File: src/rtl/btb_pkg.sv
// rtl/btb_pkg.sv - shared types and constants for the BTB update controller
package btb_pkg;

    localparam int BTB_ENTRIES = 256;
    localparam int IDX_W       = $clog2(BTB_ENTRIES);

    localparam logic [IDX_W-1:0] SWEEP_LAST = IDX_W'(BTB_ENTRIES - 1);

    typedef struct packed {
        logic [7:0]  pc;
        logic [31:0] target;
        logic        taken;
    } btb_update_t;

    typedef enum logic {
        INIT,
        RUN
    } btb_ctrl_state_t;

endpackage

File: src/rtl/btb_update_fifo.sv
// rtl/btb_update_fifo.sv - in-order update queue, two write ports and one read port
module btb_update_fifo
    import btb_pkg::*;
#(
    parameter  int DEPTH = 4,
    localparam int PW    = $clog2(DEPTH),
    localparam int CW    = PW + 1
) (
    input  logic          clk,
    input  logic          rst_n,
    input  logic          clear,
    input  logic          wr_en0,
    input  btb_update_t   wr_data0,
    input  logic          wr_en1,
    input  btb_update_t   wr_data1,
    input  logic          rd_en,
    output btb_update_t   rd_data,
    output logic [CW-1:0] count
);

    btb_update_t   mem_q [DEPTH];
    btb_update_t   mem_d [DEPTH];
    logic [PW-1:0] wr_ptr_q, wr_ptr_d;
    logic [PW-1:0] rd_ptr_q, rd_ptr_d;
    logic [CW-1:0] count_q, count_d;

    always_comb begin
        mem_d    = mem_q;
        wr_ptr_d = wr_ptr_q;
        rd_ptr_d = rd_ptr_q;
        count_d  = count_q;
        if (clear) begin
            wr_ptr_d = '0;
            rd_ptr_d = '0;
            count_d  = '0;
        end else begin
            // Port 0 is older, so it takes the lower slot when both write.
            if (wr_en0) begin
                mem_d[wr_ptr_q] = wr_data0;
            end
            if (wr_en1) begin
                mem_d[wr_en0 ? wr_ptr_q + PW'(1) : wr_ptr_q] = wr_data1;
            end
            wr_ptr_d = wr_ptr_q + PW'(wr_en0) + PW'(wr_en1);
            rd_ptr_d = rd_ptr_q + PW'(rd_en);
            count_d  = count_q + CW'(wr_en0) + CW'(wr_en1) - CW'(rd_en);
        end
    end

    always_ff @(posedge clk) begin
        mem_q <= mem_d;
    end

    always_ff @(posedge clk or negedge rst_n) begin
        if (!rst_n) begin
            wr_ptr_q <= '0;
            rd_ptr_q <= '0;
            count_q  <= '0;
        end else begin
            wr_ptr_q <= wr_ptr_d;
            rd_ptr_q <= rd_ptr_d;
            count_q  <= count_d;
        end
    end

    assign rd_data = mem_q[rd_ptr_q];
    assign count   = count_q;

endmodule

File: src/rtl/btb_update_ctrl.sv
// rtl/btb_update_ctrl.sv - BTB write sequencer: valid-bit sweep, then queued resolve updates
module btb_update_ctrl
    import btb_pkg::*;
#(
    parameter int WIDTH   = 31,
    parameter int B_WIDTH = 7,
    parameter int DEPTH   = 4
) (
    input  logic             clk,
    input  logic             resetN,
    input  logic             flush,
    input  logic             resValid0,
    input  logic             resValid1,
    input  logic [B_WIDTH:0] resPC0,
    input  logic [B_WIDTH:0] resPC1,
    input  logic [WIDTH:0]   resTarget0,
    input  logic [WIDTH:0]   resTarget1,
    input  logic             resTaken0,
    input  logic             resTaken1,
    output logic             resolveReady,
    output logic             branch,
    output logic             wasTakenBranch,
    output logic [B_WIDTH:0] oldPC,
    output logic [WIDTH:0]   resolvedTarget,
    output logic             btbReady
);

    localparam int CW = $clog2(DEPTH) + 1;

    btb_ctrl_state_t  state_q, state_d;
    logic [IDX_W-1:0] sweep_idx_q, sweep_idx_d;
    logic             branch_q, branch_d;
    logic             was_taken_q, was_taken_d;
    logic [B_WIDTH:0] old_pc_q, old_pc_d;
    logic [WIDTH:0]   target_q, target_d;
    logic             resolve_ready_q, resolve_ready_d;
    logic             btb_ready_q, btb_ready_d;

    logic             push0, push1, pop, fifo_clear;
    logic [CW-1:0]    fifo_count, count_next;
    btb_update_t      upd0, upd1, head;

    assign upd0 = '{pc: resPC0, target: resTarget0, taken: resTaken0};
    assign upd1 = '{pc: resPC1, target: resTarget1, taken: resTaken1};

    btb_update_fifo #(.DEPTH(DEPTH)) u_fifo (
        .clk      (clk),
        .rst_n    (resetN),
        .clear    (fifo_clear),
        .wr_en0   (push0),
        .wr_data0 (upd0),
        .wr_en1   (push1),
        .wr_data1 (upd1),
        .rd_en    (pop),
        .rd_data  (head),
        .count    (fifo_count)
    );

    always_comb begin
        state_d     = state_q;
        sweep_idx_d = sweep_idx_q;
        branch_d    = 1'b0;
        was_taken_d = 1'b0;
        old_pc_d    = old_pc_q;
        target_d    = target_q;
        push0       = 1'b0;
        push1       = 1'b0;
        pop         = 1'b0;
        fifo_clear  = 1'b0;

        if (flush) begin
            // Everything in flight is discarded, including this cycle's output.
            state_d     = INIT;
            sweep_idx_d = '0;
            fifo_clear  = 1'b1;
        end else if (state_q == INIT) begin
            branch_d    = 1'b1;
            old_pc_d    = (B_WIDTH+1)'(sweep_idx_q);
            target_d    = '0;
            sweep_idx_d = sweep_idx_q + IDX_W'(1);
            if (sweep_idx_q == SWEEP_LAST) begin
                state_d = RUN;
            end
        end else begin
            push0 = resValid0 && resolve_ready_q;
            push1 = resValid1 && resolve_ready_q;
            if (fifo_count != '0) begin
                pop         = 1'b1;
                branch_d    = 1'b1;
                was_taken_d = head.taken;
                old_pc_d    = head.pc;
                target_d    = head.target;
            end
        end

        // Ready is registered, so it must already reserve room for a dual push next cycle.
        count_next      = fifo_clear ? '0
                        : fifo_count + CW'(push0) + CW'(push1) - CW'(pop);
        resolve_ready_d = (state_d == RUN) && (count_next <= CW'(DEPTH - 2));
        btb_ready_d     = (state_d == RUN);
    end

    always_ff @(posedge clk or negedge resetN) begin
        if (!resetN) begin
            state_q         <= INIT;
            sweep_idx_q     <= '0;
            branch_q        <= 1'b0;
            was_taken_q     <= 1'b0;
            old_pc_q        <= '0;
            target_q        <= '0;
            resolve_ready_q <= 1'b0;
            btb_ready_q     <= 1'b0;
        end else begin
            state_q         <= state_d;
            sweep_idx_q     <= sweep_idx_d;
            branch_q        <= branch_d;
            was_taken_q     <= was_taken_d;
            old_pc_q        <= old_pc_d;
            target_q        <= target_d;
            resolve_ready_q <= resolve_ready_d;
            btb_ready_q     <= btb_ready_d;
        end
    end

    assign branch         = branch_q;
    assign wasTakenBranch = was_taken_q;
    assign oldPC          = old_pc_q;
    assign resolvedTarget = target_q;
    assign resolveReady   = resolve_ready_q;
    assign btbReady       = btb_ready_q;

endmodule

File: config.mk
export PLATFORM = sky130hd
export DESIGN_NAME = btb_update_ctrl
export DESIGN_NICKNAME = d
export VERILOG_FILES = /design/src/rtl/btb_pkg.sv /design/src/rtl/btb_update_fifo.sv /design/src/rtl/btb_update_ctrl.sv
export SDC_FILE = /design/constraint.sdc
export NUM_CORES = 1
export LEC_CHECK = 0
export CORE_ASPECT_RATIO = 0.75
export CORE_MARGIN = 8
export CORE_UTILIZATION = 42
export DETAILED_ROUTE_END_ITERATION = 16
export PLACE_DENSITY = 0.62
export SLEW_MARGIN = 20
export SYNTH_ARGS = -nofsm -noshare
export SYNTH_HDL_FRONTEND = slang
export SYNTH_SLANG_ARGS = --single-unit
File: constraint.sdc
create_clock -name clk -period 3.1 [get_ports clk]
set_clock_uncertainty 0.2 [all_clocks]
set_input_delay 0.31 -clock clk [delete_from_list [all_inputs] [get_ports clk]]
set_output_delay 0.31 -clock clk [all_outputs]
set_load 0.02 [all_outputs]
==> flow_summary_export.csv, run 1 <==
group,metric,value,unit
routing,drtIter0Drc,446,
clock_network,h-tree-depth,1,
global_routing,grt_use_total,16.8,%
clock_network,clkLatencyLatePin,0.51,ns
placement,place_congestion,0.745,
global_routing,antenna_found_initial,0,
worst_hold_path,hold_class,"in2async",
logic_synthesis,synth_cell_types,37,
timing,fmax,0.346,GHz
logic_synthesis,ys_seq_area_share,51.8,%
setup_path,end_kind,"flop",
logic_synthesis,synth_area_leaders,"edfxtp_1 (40%), mux2_2 (29%), dfrtp_1 (12%)",
placement,io_buffers,130,
routing,drcViolationCount,0,
finish,final_nets,1015,
power_and_ir_drop,cellLeakagePower,0.00541,µW
clock_network,cts_sinks,223,
global_routing,grt_pass1_wl,47.1,mm
die,core,0.0291,mm²
timing,tns,0,ns
routing,drtPass1Iterations,4,
die,floorplan.initialDensity,42.5,%
run_status,status,"completed",
timing,finalCritPeriodShare,93.2,%
placement,hpwlAfterDp,18.7,mm
logic_synthesis,syn_area,0.0124,mm²
setup_path,crit_required,3.31,ns
die,die_h,165,µm
logic_synthesis,avgSynthCellArea,15.8,µm²
logic_synthesis,yosysWarnings,0,
power_and_ir_drop,ir_drop,345,µV
clock_network,cts_buffer_depth,3,
setup_path,start_kind,"flop",
placement,pre_cts_ws,-0.0405,ns
routing,ant_nets,0,
global_routing,overflow,0,
timing,tightest_slew,0.894,ns
die,rows,54,
logic_synthesis,synth_nets,880,
logic_synthesis,ys_seq_elements,223,
power_and_ir_drop,powerDensity,451,mW/mm²
finish,syn_to_final_growth,21.8,%
global_routing,grt_max_degree,91,
routing,drt_wl_total,30.0,mm
timing,slew_headroom,40.4,%
logic_synthesis,synth_flop_cell,"edfxtp_1",
timing,setup_viol,0,
routing,dr_total_vias,7150,
logic_synthesis,synth-edff-count,164,
timing,finalCriticalPeriod,2.89,ns
setup_path,cp_max_fo,4,
logic_synthesis,synth_top_cell_by_area,"edfxtp_1",
clock_network,cts_buffers,25,
setup_path,path_class,"reg2reg",
die,die_area,0.0352,mm²
routing,avgRoutedWirePerCell,22.6,µm
power_and_ir_drop,power,6790,µW
finish,diodes,0,
logic_synthesis,async_flop_share,26.5,%
finish,fillers,2457,
timing,rsz0062_at_grt,"no",
routing,vias_per_cell,5.38,
finish,drive_gt1_share,46.8,%
clock_network,cts_tree,"built",
logic_synthesis,synth_top_area_share,39.8,%
clock_network,root_buffer,"clkbuf_16",
timing,hold_viol_final,0,
setup_path,arrival,3.10,ns
clock_network,path_clk_slew,0.06,ns
die,boundaryPins,131,
logic_synthesis,syn_inst,783,
job,drv_cap,0,
die,die_w,214,µm
timing,setup_ws,0.210,ns
timing,slew_violations,0,
global_routing,grt_pass1_vias,7586,
==> critical path, cell delays in order, from the launching register on <==
cell and delay [ns]:
dfrtp_1 0.43, nor3_2 0.30, nor3b_4 0.08, ha_1 0.32, fa_1 0.42, fa_1 0.41
xor2_1 0.17, and2_1 0.14, nor3_1 0.05, nor4_1 0.26
==> kinds of logic after synthesis <==
logic type	after synthesis	share of synthesized area, %
simple gates	59	2.52
mux	378	38.2
flops	223	51.8
compound gates	42	2.68
xor+xnor	11	0.779
fa+ha+maj	10	1.19
buf+inv	60	2.85
==> path summary, 6_finish.rpt <==
check                             startpoint                 end  slack (ns)  cells past startpoint
max                          u_fifo.count[1]        resolveReady        0.21                      9
min reg2reg                resolvedTarget[6]   resolvedTarget[6]        0.31                      1
min in group clk           resolvedTarget[6]   resolvedTarget[6]        0.31                      1
min                                   resetN            oldPC[4]        0.26                      2
max in group asynchronous             resetN  u_fifo.rd_ptr_q[0]        1.76                      2
max reg2reg                  u_fifo.count[1]        resolveReady        0.21                      9
==> stage by stage <==
step,area (µm²),util (%),cells,hold slack (ns)
floorplan,12400,-,783,-0.186
global placement,14300,49.2,1282,0.290
detailed placement,14300,49.2,1282,0.292
CTS,15100,51.8,1328,0.301
global route,15100,51.8,1328,0.325
finish,15100,51.8,1328,0.256
==> placed cells by master (no fill, tap or decap), types with 7 or more instances in the layout <==
cell,count
mux2i_1,8
buf_4,15
nor2_1,26
clkbuf_16,25
clkbuf_1,10
a21oi_1,8
mux4_2,41
ha_1,7
a22o_1,32
buf_12,17
mux2_2,320
dfrtp_1,57
edfxtp_1,164
mux2_1,8
clkdlybuf4s50_1,129
==> state kept, by name (all words and copies together) (netlist names) <==
name / flops
u_fifo.mem_q: 164
resolvedTarget: 32
oldPC: 8
sweep_idx_q: 8
u_fifo.count: 3
u_fifo.rd_ptr_q: 2
u_fifo.wr_ptr_q: 2
branch: 1
btbReady: 1
resolveReady: 1
wasTakenBranch: 1
==> layer usage <==
metal,up-vias,part of all wire (%),GRT usage [%]
met5,-,0,0
met4,0,1.4,2.77
met3,35,3.4,2.82
met2,126,45,26.3
met1,3635,50,24.6
li1,3354,-,-
==> area by class of cell <==
type	count	area [µm²]	area share, %
inverter	6	27.5	0.183
sequential	223	6410	42.5
timing repair buffer	162	1750	11.6
clock buffer	37	691	4.59
tap	392	490	3.26
clock inverter	8	58.8	0.390
multi-input combinational	500	5630	37.4
==> cells in the mapped netlist (3+ instances only) <==
cell type,count
nor3_1,4
mux2_1,8
edfxtp_1,164
inv_1,5
xor2_1,6
buf_2,12
fa_1,3
clkbuf_1,21
xnor2_1,5
dfrtp_1,59
mux2i_1,8
ha_1,7
mux4_2,41
buf_1,3
a22o_1,32
mux2_2,320
buf_4,6
buf_6,12
a21oi_1,8
nor2_1,26
nand2_1,10
==> timing repair <==
action	CTS	global route
endpoints found under the hold margin	59	0
buffers inserted	0	0
setup endpoints to repair	0	1
gates resized for setup	0	1
hold buffers	1	0
==> where the power goes <==
part	leakage, µW	internal [µW]	total [µW]	switching (µW)
Sequential	0.00241	3370	3430	62.2
Clock	0.000364	1610	2800	1190
Combinational	0.00264	322	559	237
Total	0.00541	5300	6790	1490
No activity file was read; power rests on OpenSTA's default activity.
==> run 2, diff against run 1 <==
MAX_ROUTING_LAYER = met4   (was not set)
==> flow_summary_export.csv, run 2 (synthesized netlist as in run 1, its figures left out) <==
group,metric,value,unit
run_status,status,"completed",
die,boundaryPins,131,
timing,fmax,0.346,GHz
timing,rsz0062_at_grt,"no",
finish,final_nets,1015,
timing,finalCriticalPeriod,2.89,ns
global_routing,grt_pass1_wl,47.1,mm
clock_network,cts_tree,"built",
timing,tns,0,ns
finish,multi_input_area,0.00563,mm²
placement,io_buffers,130,
die,die_w,214,µm
setup_path,r2r-start,"u_fifo.count[1]",
finish,final_cell_mix,"mux2_2 (320), edfxtp_1 (164), clkdlybuf4s50_1 (129), dfrtp_1 (57), mux4_2 (41)",
setup_path,end_kind,"flop",
routing,dr_total_vias,7157,
setup_path,r2r_cells,9,
clock_network,h-tree-depth,1,
timing,slew_violations,0,
die,die_h,165,µm
finish,seqCellArea,0.00641,mm²
global_routing,grt_pass1_vias,7602,
timing,finalCritPeriodShare,93.3,%
finish,layout_commonest_cell,"mux2_2",
placement,place_congestion,0.754,
clock_network,clkLatencyLatePin,0.51,ns
die,core,0.0291,mm²
routing,ant_nets,0,
setup_path,path_class,"reg2reg",
job,drv_cap,0,
die,die_area,0.0352,mm²
power_and_ir_drop,powerDensity,451,mW/mm²
global_routing,antenna_found_initial,0,
finish,largest_reg_flops,164,
clock_network,cts_buffers,25,
finish,syn_to_final_growth,21.8,%
setup_path,start_kind,"flop",
clock_network,cts_buffer_depth,3,
timing,slew_headroom,40.8,%
timing,tightest_slew,0.889,ns
finish,post-route-util,51.8,%
power_and_ir_drop,ir_drop,346,µV
setup_path,cp_max_fo,4,
setup_path,crit_required,3.31,ns
power_and_ir_drop,cellLeakagePower,0.00541,µW
clock_network,path_clk_slew,0.06,ns
finish,drive_gt1_share,46.8,%
power_and_ir_drop,power,6790,µW
routing,drtIter0Drc,420,
setup_path,r2r_setup_slack,0.21,ns
finish,largest_register,"u_fifo.mem_q",
die,floorplan.initialDensity,42.5,%
finish,diodes,0,
routing,drcViolationCount,0,
routing,drtPass1Iterations,7,
finish,fillers,2457,
routing,vias_per_cell,5.39,
setup_path,timing.rr.end,"resolveReady",
worst_hold_path,hold_class,"in2async",
timing,setup_viol,0,
global_routing,grt_use_total,17.3,%
global_routing,grt_max_degree,91,
timing,hold_viol_final,0,
routing,drt_wl_total,30.0,mm
clock_network,cts_sinks,223,
clock_network,root_buffer,"clkbuf_16",
routing,avgRoutedWirePerCell,22.6,µm
global_routing,overflow,0,
setup_path,arrival,3.10,ns
placement,hpwlAfterDp,18.7,mm
die,rows,54,
==> run 2: report_power, final <==
part / internal, µW / switching, µW
registers: 3370 / 62.1
logic: 322 / 236
clock network: 1610 / 1190
total: 5300 / 1490
==> run 2: layout make-up <==
type,instances,share of cell area [%]
sequential,223,42.5
multi-input combinational,500,37.4
timing repair buffer,162,11.6
clock buffer,37,4.59
tap,392,3.26
clock inverter,8,0.390
inverter,6,0.183
==> run 2: metal layers <==
layer / global-route usage [%] / part of all wire, % / vias to the layer above
li1: - / - / 3357
met1: 25.0 / 50 / 3629
met3: 2.25 / 3.1 / 35
met5: - / 0 / -
met4: 2.77 / 1.4 / 0
met2: 26.4 / 45 / 136
==> run 2: stage by stage <==
stage	setup WS, ns	area (µm²)	cells	hold WS (ns)
after floorplan	-0.714	12400	783	-0.186
after global placement	0.0185	14300	1282	0.290
after detailed placement	-0.0405	14300	1282	0.292
after CTS	0.104	15100	1328	0.301
after global routing	0.0206	15100	1328	0.325
final	0.207	15100	1328	0.253
==> run 2: worst max-delay path by stage <==
stage                     slack, ns           end  cells after the start             from
final                          0.21  resolveReady                      9  u_fifo.count[1]
after floorplan               -0.71      oldPC[6]                      6            flush
after CTS                      0.10  resolveReady                      9  u_fifo.count[1]
after global routing           0.02  resolveReady                      9  u_fifo.count[1]
after global placement         0.02  resolveReady                      9            flush
after detailed placement      -0.04  resolveReady                      9            flush
==> run 2: what timing repair did <==
action | CTS | global route
setup endpoints to repair | 0 | 1
buffers inserted | 0 | 0
hold buffers | 1 | 0
resized for setup | 0 | 1
endpoints found under the hold margin | 59 | 0
==> run 2: critical path: stages (launching register included) <==
cell and delay [ns]:
dfrtp_1 0.43, nor3_2 0.30, nor3b_4 0.08, ha_1 0.32
fa_1 0.42, fa_1 0.41, xor2_1 0.17, and2_1 0.14
nor3_1 0.05, nor4_1 0.26
